===== src/rtl/mul_issue_pipe.sv =====
// ---------------------------------------------------------------------------
// mul_issue_pipe
//   RV32M multiply issue/retire stage in front of a combinational
//   Booth/Wallace multiplier. Takes MUL/MULH/MULHSU/MULHU ops from execute
//   with a valid/ready handshake and decodes funct3 into operand sign
//   controls. Registered operands drive the multiplier. The stage captures
//   the wanted product half and retires results in order, each with its tag.
//   Backpressure collapses bubbles, and a flush kills every op in flight.
//
//   Pipeline: stage 1 holds the operands and drives the multiplier.
//   Stage 2 captures the selected product half. Stages 3..LAT are plain
//   delay registers. o_valid/o_result/o_tag come from stage LAT.
//
// Parameters
//   W      operand/result width (the multiplier supports 32 only)
//   TAG_W  width of the opaque tag (rd index)
//   LAT    number of register stages from accept to result, legal 2..4
//
// Ports
//   i_clk, i_rst          clock; asynchronous active-high reset
//   i_valid/o_ready       op request handshake from execute
//   i_funct3              000 MUL, 001 MULH, 010 MULHSU, 011 MULHU
//   i_rs1, i_rs2, i_tag   multiplicand, multiplier, tag returned with result
//   i_flush               kill all in-flight ops and the same-cycle request
//   o_valid/i_ready       result handshake to the consumer
//   o_result, o_tag       selected product half and its tag
//   o_mul_x_sign/_y_sign  operand sign controls to the multiplier
//   o_mul_x, o_mul_y      operands to the multiplier
//   i_mul_hi, i_mul_lw    high/low product halves from the multiplier
// ---------------------------------------------------------------------------
module mul_issue_pipe #(
    parameter int W     = 32,
    parameter int TAG_W = 5,
    parameter int LAT   = 2
) (
    input  logic             i_clk,
    input  logic             i_rst,
    input  logic             i_valid,
    output logic             o_ready,
    input  logic [2:0]       i_funct3,
    input  logic [W-1:0]     i_rs1,
    input  logic [W-1:0]     i_rs2,
    input  logic [TAG_W-1:0] i_tag,
    input  logic             i_flush,
    output logic             o_valid,
    input  logic             i_ready,
    output logic [W-1:0]     o_result,
    output logic [TAG_W-1:0] o_tag,
    output logic             o_mul_x_sign,
    output logic             o_mul_y_sign,
    output logic [W-1:0]     o_mul_x,
    output logic [W-1:0]     o_mul_y,
    input  logic [W-1:0]     i_mul_hi,
    input  logic [W-1:0]     i_mul_lw
);

    // Bit k is the valid flag of stage k; bit 1 is the operand stage.
    logic [LAT:1]     vld;
    logic [LAT:1]     adv;
    logic             accept;

    // Decoded controls for the incoming op.
    logic             dec_x_sign;
    logic             dec_y_sign;
    logic             dec_hi;

    // Stage 1: operand registers.
    logic [W-1:0]     s1_x;
    logic [W-1:0]     s1_y;
    logic             s1_x_sign;
    logic             s1_y_sign;
    logic             s1_hi;
    logic [TAG_W-1:0] s1_tag;

    // Stages 2..LAT: result half and tag.
    logic [W-1:0]     st_res [2:LAT];
    logic [TAG_W-1:0] st_tag [2:LAT];

    // MULHU is the only op that treats rs1 as unsigned. MULHSU and MULHU
    // both treat rs2 as unsigned. Every op except MUL returns the high half.
    // funct3[2] ops never get past the accept term, so their decode does
    // not matter.
    always_comb begin
        dec_x_sign = ~(i_funct3[1] & i_funct3[0]);
        dec_y_sign = ~i_funct3[1];
        dec_hi     = |i_funct3[1:0];
    end

    // Stage k advances when it is empty or when stage k+1 advances, and the
    // last stage advances when the consumer takes the result. Unrolling that
    // chain gives: stage k advances unless stages k..LAT are all full while
    // the consumer stalls. A running AND computes this without reading adv
    // back into itself.
    always_comb begin : adv_chain
        logic run_full;
        // NOTE: every variable written here gets a value before any
        // conditional use, so no latch can be inferred.
        run_full = 1'b1;
        adv      = '0;
        for (int k = LAT; k >= 1; k--) begin
            run_full = run_full & vld[k];
            adv[k]   = i_ready | ~run_full;
        end
    end

    assign o_ready = adv[1];
    assign accept  = i_valid & o_ready & ~i_flush & ~i_funct3[2];

    // Valid bits. A flush clears all of them at once. Any request in the
    // same cycle is dropped, because accept already excludes i_flush.
    always_ff @(posedge i_clk or posedge i_rst) begin
        if (i_rst) begin
            // NOTE: sequential state uses non-blocking assignments only, so
            // every stage samples the values from before the edge.
            vld <= '0;
        end else if (i_flush) begin
            vld <= '0;
        end else begin
            if (adv[1]) vld[1] <= accept;
            for (int k = 2; k <= LAT; k++) begin
                if (adv[k]) vld[k] <= vld[k-1];
            end
        end
    end

    // Data registers load only when an op actually enters the stage. A held
    // stage therefore keeps o_mul_*, o_result and o_tag stable.
    always_ff @(posedge i_clk or posedge i_rst) begin
        if (i_rst) begin
            // NOTE: the data registers are reset too, not just the valid
            // bits, because the outputs must read zero during reset.
            s1_x      <= '0;
            s1_y      <= '0;
            s1_x_sign <= 1'b0;
            s1_y_sign <= 1'b0;
            s1_hi     <= 1'b0;
            s1_tag    <= '0;
            for (int k = 2; k <= LAT; k++) begin
                st_res[k] <= '0;
                st_tag[k] <= '0;
            end
        end else begin
            if (accept) begin
                s1_x      <= i_rs1;
                s1_y      <= i_rs2;
                s1_x_sign <= dec_x_sign;
                s1_y_sign <= dec_y_sign;
                s1_hi     <= dec_hi;
                s1_tag    <= i_tag;
            end
            // Only the selected half is kept. Overflow in the multiplier's
            // sign extension is dropped on purpose.
            if (adv[2] && vld[1]) begin
                st_res[2] <= s1_hi ? i_mul_hi : i_mul_lw;
                st_tag[2] <= s1_tag;
            end
            for (int k = 3; k <= LAT; k++) begin
                if (adv[k] && vld[k-1]) begin
                    st_res[k] <= st_res[k-1];
                    st_tag[k] <= st_tag[k-1];
                end
            end
        end
    end

    assign o_mul_x      = s1_x;
    assign o_mul_y      = s1_y;
    assign o_mul_x_sign = s1_x_sign;
    assign o_mul_y_sign = s1_y_sign;
    assign o_valid      = vld[LAT];
    assign o_result     = st_res[LAT];
    assign o_tag        = st_tag[LAT];

endmodule

===== config.mk =====
export PLATFORM = sky130hd
export DESIGN_NAME = mul_issue_pipe
export DESIGN_NICKNAME = d
export VERILOG_FILES = /design/src/rtl/mul_issue_pipe.sv
export SDC_FILE = /design/constraint.sdc
export NUM_CORES = 1
export LEC_CHECK = 0
export BUFFER_PORTS_ARGS = -buffer_cell sky130_fd_sc_hd__buf_2
export CORE_UTILIZATION = 48
export DETAILED_ROUTE_END_ITERATION = 16
export GPL_ROUTABILITY_DRIVEN = 0
export PLACE_DENSITY = 0.85
export SLEW_MARGIN = 20
export SYNTH_ARGS = -nofsm -noshare
export SYNTH_HDL_FRONTEND = slang
export SYNTH_SLANG_ARGS = --single-unit

===== constraint.sdc =====
create_clock -name i_clk -period 8.5 [get_ports i_clk]
set_input_delay 1.7 -clock i_clk [delete_from_list [all_inputs] [get_ports i_clk]]
set_output_delay 1.7 -clock i_clk [all_outputs]
set_load 0.1 [all_outputs]

-- Yosys cells after proc, flatten, opt, wreduce, memory -nomap -nowiden
Cells that the tools add are included.
W data, S select, Z words.
- input bits: 141
- logic and storage cells: 31
- register bits after elaboration: 111
- muxes and demuxes: 4
- bitwise logic cells: 13
- reduce and logical (&&, ||, !) cells: 4
- operators by type and width (cell ; number):
    $mux W32 ; 1
    $not A1 Y1 ; 6
    $and A1 B1 Y1 ; 5
    $reduce_bool A2 Y1 ; 2
    $mux W1 ; 2
    $mux W2 ; 1
    $or A1 B1 Y1 ; 2
    $reduce_or A2 Y1 ; 1
    $logic_and A1 B1 Y1 ; 1

-- Longest topological paths before layout
Gate-level depths: netlist of the first run.
- word-level depth: 8
- gate-level depth with buffers: 4
- gate-level depth less buffers: 3

-- Least setup slack after synthesis of the first run
No wires, ideal clock.
- path type: in2out
- start: in i_ready
- end: out o_ready
- setup slack: 4.236 ns
- stages on the path: 1
- buffers on the path: 0
- arrival time: 2.564 ns
- path through: nand3b_1
- cells in the longest elaborated chain, start to end: 1
- RTL lines (item ; RTL line ; source):
    start: declaration ; 46 ; input logic i_ready,
    $or A1 B1 Y1 ; 102 ; adv[k] = i_ready | ~run_full;
    end: declaration ; 39 ; output logic o_ready,
Every way passes these cells.

-- Final worst setup path of the first run
Ends and elaborated chain as after synthesis.

==> results by group, run 1 <==
Status
  • Outcome: completed

Floorplanning
  • Starting Density: 49.3%
  • Die Ht: 99.5 µm
  • Core ar.: 9240 µm²
  • Chip width: roughly 99 µm
  • FP Rows: 35
  • I/O pin count: between 200 and 250
  • Die area: 9890 µm²

Power
  • Peak supply drop: approximately 210 µV
  • Tot Pwr: 2.14 mW
  • Lkg Pwr: 3.05 nW
  • Psw: between 1 and 1.5 mW
  • Power per cell area: 353 nW/µm²
  • Int Pwr: between 0.9 and 1 mW
  • Sw Ratio: 54.6%
  • Logic pwr share: 53.2%
  • Clk network pwr share: 14.0%
  • Sequential power share: 32.8%

Clock tree
  • H-tree Lvls: 3
  • CTS Buffer Depth: 2
  • Num CTS Buffers: 9
  • Post-CTS Hold Fix Bufs: 0
  • CTS tree: done
  • Clock Sinks: 111
  • Clock root cell: clkbuf_8
  • Worst skew pair latency: 0.35 ns
  • CTS resizes: 0
  • Post-CTS Setup Bufs: 0
  • Clk slew on worst S/H paths: approximately 0.11 ns

Placed design
  • Placed Area: 5850 µm²
  • Worst slack, placed: 4.31 ns
  • Detailed placement HPWL: 7500 µm
  • Placed cell count: 641
  • Port Buffers: 245

Setup path
  • Worst EP arrival: about 2.5 ns
  • R2R Path Start: vld[1]
  • Critical path's top delay family: buffers and inverters
  • R2R Path End: o_mul_x[27]
  • Crit-path max cell delay: 0.47 ns
  • WP data required: roughly 7 ns
  • Slowest cell on crit path: buf_2
  • Worst setup startpoint: i_ready
  • FF-to-FF path depth: 3
  • Kind of critical path: input port to output port
  • CP Launch Type: input port
  • Crit end category: output port
  • Cell mode on critical path: buf_2
  • WP buf/inv: 2
  • Worst Path Max Fanout: 3
  • Sequence of cells on the critical path: buf_2 -> nand3b_1 -> buf_2
  • Reg2reg setup slack: 6.34 ns

Timing
  • Final Skew: 0.0153 ns
  • Crit path time final: 4.20 ns
  • RSZ-0062 raised after global routing: false
  • Setup TNS: 0 ns
  • Slew @ Worst Pin: 0.984 ns
  • Hold Fails Final Rpt: 0
  • Hold slack: 0.500 ns
  • Final setup violation count: 0
  • Slew Limit Fails: 0
  • Tcrit/Tclk final: between 40% and 50%
  • Setup ws final: ~4.3 ns
  • Fmax: 238 MHz
  • Slew HR: between 30% and 40%

Logic synthesis
  • XOR/XNOR share of the synthesized area: 0%
  • Top-area cell type share of the netlist area: around three fifths
  • Post-synth top area cell: dfrtp_1
  • Synth warnings: 0
  • Synth top area cells: dfrtp_1 (61%), mux2_2 (33%), mux2_1 (1.5%)
  • Avg Cell Area, Syn: 16.3 µm²
  • Adder-cell share of the synthesized area: 0%
  • Largest family of logic cells by synthesized area: multiplexers
  • Mux contribution to synthesized area: 34.8%
  • Post-Synth Simple-Gate Area: 0.878%
  • Mapped Nets: 421
  • FF+latch count, synth: 111
  • Seq/Total Area, Yosys: 60.9%
  • Synth Cell Area: 4560 µm²
  • Post-synthesis compound-gate area fraction: 0.412%
  • Post-Syn Instances: between 200 and 300
  • Post-synth cell types: 17

Final layout
  • Register area: 2780 µm²
  • Share of layout cells above drive strength 1: approximately three quarters
  • Area Growth Syn to Fin: 33.0%
  • Final Non-Filler Cells: ~660
  • Fillers: slightly above 700
  • Multi-input gate area: approximately 1700 µm²
  • Number of antenna diodes: 0
  • Fin area: 6060 µm²
  • Final core utilization: 65.6%
  • Final net count: 665

Worst hold path
  • Hold EP: o_mul_y[22]
  • Worst hold stages: 1
  • Hold Crit Start: o_mul_y[22]
  • Worst Hold Class: flip-flop to flip-flop

Routing
  • Detailed Route WL: 9780 µm
  • First DRT Iteration DRCs: 47
  • Vias per cell: 4.83
  • Average wire per standard cell: approximately 15 µm
  • Antenna-violating nets left: 0
  • Drt pass-1 iters: 4
  • Via count: 3176
  • Residual DRC: 0

Global route
  • Vias in the first global route: 3281
  • Total GRT Usage: 19.5%
  • First-pass GRT wire length: 15100 µm
  • Largest net degree at the start of global routing: 74
  • Total global routing overflow: 0
  • Initial antenna violation count: 0

Job
  • Max Cap Violations: 0
[cells in the final DEF, fill, tap and decap left out]
cell type  synthesis  layout
inv_6              0       3
o21ai_4            0       1
buf_16             0       1
clkinv_4           0       1
clkbuf_1           1       1
nand2_1            1       1
mux2_1             6       6
inv_4              0       1
nand3b_1           1       1
nand3_4            1       1
inv_1              5       4
a21oi_1            1       1
mux2i_1            2       2
nor2_1             3       3
clkbuf_8           1      11
dfrtp_2            0       1
o21ai_0            1       1
buf_4              4       1
dfrtp_1          111     110
mux2_2           133     133
buf_2              3     245
[power by group through the flow]
stage | logic (mW) | registers, mW | clock network, mW
after floorplan | 0.154 | 1.51 | 0
after global placement | 1.13 | 0.706 | 0
after detailed placement | 1.14 | 0.714 | 0
after CTS | 1.14 | 0.704 | 0.311
after global routing | 1.17 | 0.718 | 0.329
final | 1.14 | 0.703 | 0.301
[cells by family (layout without fill, tap and decap cells)]
family	Yosys count	count (layout)
AND/OR/NAND/NOR	6	6
buffers and inverters	19	268
AO/OA/AOI/OAI	3	3
flip-flops	111	111
multiplexers	141	141
[worst reg2reg max path, cell delays in order (launching register included)]
cell,delay (ns)
dfrtp_1,0.44
nand3b_1,0.20
nand3_4,0.73
mux2_1,0.68
[area by class of cell]
type | instances | area share (%)
clock inverter | 4 | 0.578
timing repair buffer | 247 | 20.8
tap | 129 | 2.66
sequential | 111 | 45.8
clock buffer | 12 | 2.56
inverter | 5 | 0.351
multi-input combinational | 150 | 27.2
[layer usage]
metal,GRT usage [%],vias to the layer above,routed length [µm]
met2,35.3,165,5040
met3,5.76,17,897
met5,0,-,0
li1,-,1477,-
met1,21.9,1517,3650
met4,7.01,0,180
[flip-flops by register name, summed over array words and instances (netlist names)]
name / count
o_mul_x_sign: 1
o_tag: 5
s1_tag: 5
o_result: 32
o_mul_x: 32
s1_hi: 1
o_mul_y_sign: 1
vld: 2
o_mul_y: 32
[synthesized netlist by cell type]
library cell,instances
nor2_1,3
inv_1,5
nand3_4,1
nand2_1,1
mux2i_1,2
a21oi_1,1
nand3b_1,1
dfrtp_1,111
o21ai_2,1
buf_4,4
clkbuf_8,1
mux2_2,133
buf_2,3
o21ai_0,1
buf_6,5
mux2_1,6
clkbuf_1,1
[how the worst max path moves through the flow]
stage,endpoint,slack [ns],cells after the start
2_1_floorplan,o_mul_x[0],3.87,1
3_3_place_gp,o_ready,4.35,3
3_5_place_dp,o_ready,4.31,3
4_1_cts,o_ready,4.30,3
5_1_grt,o_ready,4.28,3
6_report,o_ready,4.30,3
Note: power is estimated with default switching activity, not from simulation.
==> inputs of run 2 (changes only) <==
--- a/config.mk
+++ b/config.mk
@@ -6,10 +6,10 @@
 export NUM_CORES = 1
 export LEC_CHECK = 0
 export BUFFER_PORTS_ARGS = -buffer_cell sky130_fd_sc_hd__buf_2
-export CORE_UTILIZATION = 48
+export CORE_UTILIZATION = 40
 export DETAILED_ROUTE_END_ITERATION = 16
 export GPL_ROUTABILITY_DRIVEN = 0
-export PLACE_DENSITY = 0.85
+export PLACE_DENSITY = 0.76
 export SLEW_MARGIN = 20
 export SYNTH_ARGS = -nofsm -noshare
 export SYNTH_HDL_FRONTEND = slang
==> constraint.sdc (replaced) <==
create_clock -name i_clk -period 3.4 [get_ports i_clk]
set_input_delay 0.68 -clock i_clk [delete_from_list [all_inputs] [get_ports i_clk]]
set_output_delay 0.68 -clock i_clk [all_outputs]
set_load 0.1 [all_outputs]
==> results by group, run 2 (same netlist as run 1, synthesis figures left out) <==
Floorplanning
  • FP Rows: 38 (was 35)
  • Chip width: 109 µm (was 99.5 µm)
  • I/O pin count: 246 (unchanged)
  • Starting Density: 41.5% (was 49.3%)
  • Die Ht: 109 µm (was 99.5 µm)
  • Core ar.: 11000 µm² (was 9240 µm²)
  • Die area: 11800 µm² (was 9890 µm²)

Global route
  • Largest net degree at the start of global routing: 112 (was 74)
  • Initial antenna violation count: 1 (was 0)
  • Vias in the first global route: 3183 (was 3281)
  • Total global routing overflow: 0 (unchanged)
  • First-pass GRT wire length: 14700 µm (was 15100 µm)
  • GRT met1 Usage: 17.6% (was 21.9%)
  • Total GRT Usage: 16.3% (was 19.5%)
  • Met3 usage: 4.84% (was 5.76%)
  • Grt peak-use layer: met2 (unchanged)
  • Grt met2 use: 29.7% (was 35.3%)

Clock tree
  • CTS Buffer Depth: 2 (unchanged)
  • Worst skew pair latency: 0.34 ns (was 0.35 ns)
  • CTS tree: done (unchanged)
  • CTS resizes: 0 (unchanged)
  • Clock root cell: clkbuf_16 (was clkbuf_8)
  • Post-CTS Setup Bufs: 0 (unchanged)
  • Num CTS Buffers: 9 (unchanged)
  • H-tree Lvls: 3 (unchanged)
  • Clock Sinks: 111 (unchanged)
  • Clk slew on worst S/H paths: 0.07 ns (was 0.11 ns)
  • Post-CTS Hold Fix Bufs: 0 (unchanged)

Placed design
  • Port Buffers: 245 (unchanged)
  • Placed cell count: 655 (was 641)
  • Placed Area: 5910 µm² (was 5850 µm²)
  • Detailed placement HPWL: 7420 µm (was 7500 µm)
  • Worst slack, placed: 1.11 ns (was 4.31 ns)

Timing
  • RSZ-0062 raised after global routing: false (unchanged)
  • Crit path time final: 2.14 ns
  • Tcrit/Tclk final: 62.9%
  • Final Skew: 0.00816 ns (was 0.0153 ns)
  • Slew @ Worst Pin: 0.570 ns (was 0.984 ns)
  • Slew Limit Fails: 0 (unchanged)
  • Hold Fails Final Rpt: 0 (unchanged)
  • Setup ws final: 1.26 ns (was 4.30 ns)
  • Slew HR: 62.0% (was 34.4%)
  • Final setup violation count: 0 (unchanged)
  • Setup TNS: 0 ns (unchanged)
  • Fmax: around 470 MHz

Power
  • Lkg Pwr: 3.11 nW (was 3.05 nW)
  • Power per cell area: 913 nW/µm² (was 353 nW/µm²)
  • Peak supply drop: 610 µV (was 213 µV)
  • Tot Pwr: 5.68 mW (was 2.14 mW)

Setup path
  • Worst Path Max Fanout: 3 (unchanged)
  • WP data required: 2.72 ns (was 6.80 ns)
  • Worst EP arrival: 1.46 ns (was 2.50 ns)
  • Cell mode on critical path: buf_2 (unchanged)
  • WP buf/inv: 2 (unchanged)
  • Crit end category: output port (unchanged)
  • Reg2reg setup slack: 1.60 ns (was 6.34 ns)
  • Crit-path max cell delay: 0.46 ns (was 0.47 ns)
  • CP Launch Type: input port (unchanged)
  • Slowest cell on crit path: buf_2 (unchanged)
  • Sequence of cells on the critical path: buf_2 -> nand3b_1 -> buf_2 (unchanged)
  • Critical path's top delay family: buffers and inverters (unchanged)
  • Kind of critical path: input port to output port (unchanged)

Status
  • Outcome: completed (unchanged)

Final layout
  • Number of antenna diodes: 0 (unchanged)
  • Fillers: 927 (was 725)
  • Leading cell type in the layout, fill and taps excluded: buf_2 (unchanged)
  • Area Growth Syn to Fin: 36.4% (was 33.0%)
  • Fin area: 6220 µm² (was 6060 µm²)
  • Final net count: 667 (was 665)
  • Commonest cells after routing, fill and taps aside: buf_2 (245), mux2_2 (133), dfrtp_1 (111) (was buf_2 (245), mux2_2 (133), dfrtp_1 (110))
  • Share of layout cells above drive strength 1: 75.1% (was 75.4%)
  • Final Non-Filler Cells: 671 (was 658)

Routing
  • Residual DRC: 0 (unchanged)
  • First DRT Iteration DRCs: 80 (was 47)
  • Vias per cell: 4.69 (was 4.83)
  • Average wire per standard cell: 14.5 µm (was 14.9 µm)
  • Via count: 3147 (was 3176)
  • Detailed Route WL: 9740 µm (was 9780 µm)
  • Antenna-violating nets left: 0 (unchanged)
  • Drt pass-1 iters: 4 (unchanged)

Job
  • Max Cap Violations: 0 (unchanged)

Worst hold path
  • Worst Hold Class: flip-flop to flip-flop (unchanged)
[run 2: cell count changes in the layout (fill, tap and decap cells not counted), moves of 2 or more]
cell / delta
clkbuf_16: +9
clkbuf_8: -8
clkinvlp_4: +2
inv_6: -3
buf_12: +2
[run 2: worst paths after layout]
| kind | startpoint | end | cells after the start |
|---|---|---|---|
| worst max-delay path | i_ready | o_ready | 3 |
| worst min-delay path | o_mul_y[17] | o_mul_y[17] | 1 |
| worst max register to register | vld[1] | o_mul_x[29] | 4 |
| worst min register to register | o_mul_y[17] | o_mul_y[17] | 1 |
| max in group asynchronous | i_rst | vld[2] | 3 |
| min in group asynchronous | i_rst | o_mul_y[13] | 3 |
[run 2: final cells by class]
class / count / area (µm²) / area share [%]
Multi-Input combinational cell: 150 / 1650 / 26.6
Sequential cell: 111 / 2780 / 44.7
Inverter: 5 / 22.5 / 0.362
Clock inverter: 2 / 37.5 / 0.603
Tap cell: 140 / 175 / 2.82
Clock buffer: 14 / 274 / 4.41
Timing Repair Buffer: 249 / 1280 / 20.6
[run 2: where the power goes]
| group | internal (mW) | switching (mW) |
|---|---|---|
| Sequential | 1.61 | 0.134 |
| Clock | 0.633 | 0.441 |
| Combinational | 0.511 | 2.35 |
| Total | 2.75 | 2.93 |
[run 2: layer usage]
metal / wire length, µm / share of wire [%]
met2: 5070 / 52
met3: 752 / 7.7
met1: 3720 / 38
met5: 11 / 0.11
met4: 194 / 2.0
[run 2: worst register-to-register path, cell delays in order, from the launching register on]
cell	delay [ns]
dfrtp_1	0.40
nand3b_1	0.18
nand3_4	0.40
buf_12	0.33
mux2_2	0.38
[run 2: metrics by stage]
step                      hold slack (ns)  util [%]
after floorplan                     0.475         -
after global placement              0.471      53.8
after detailed placement            0.485      53.8
after CTS                           0.503      56.6
after global routing                0.514      56.6
final                               0.498      56.6
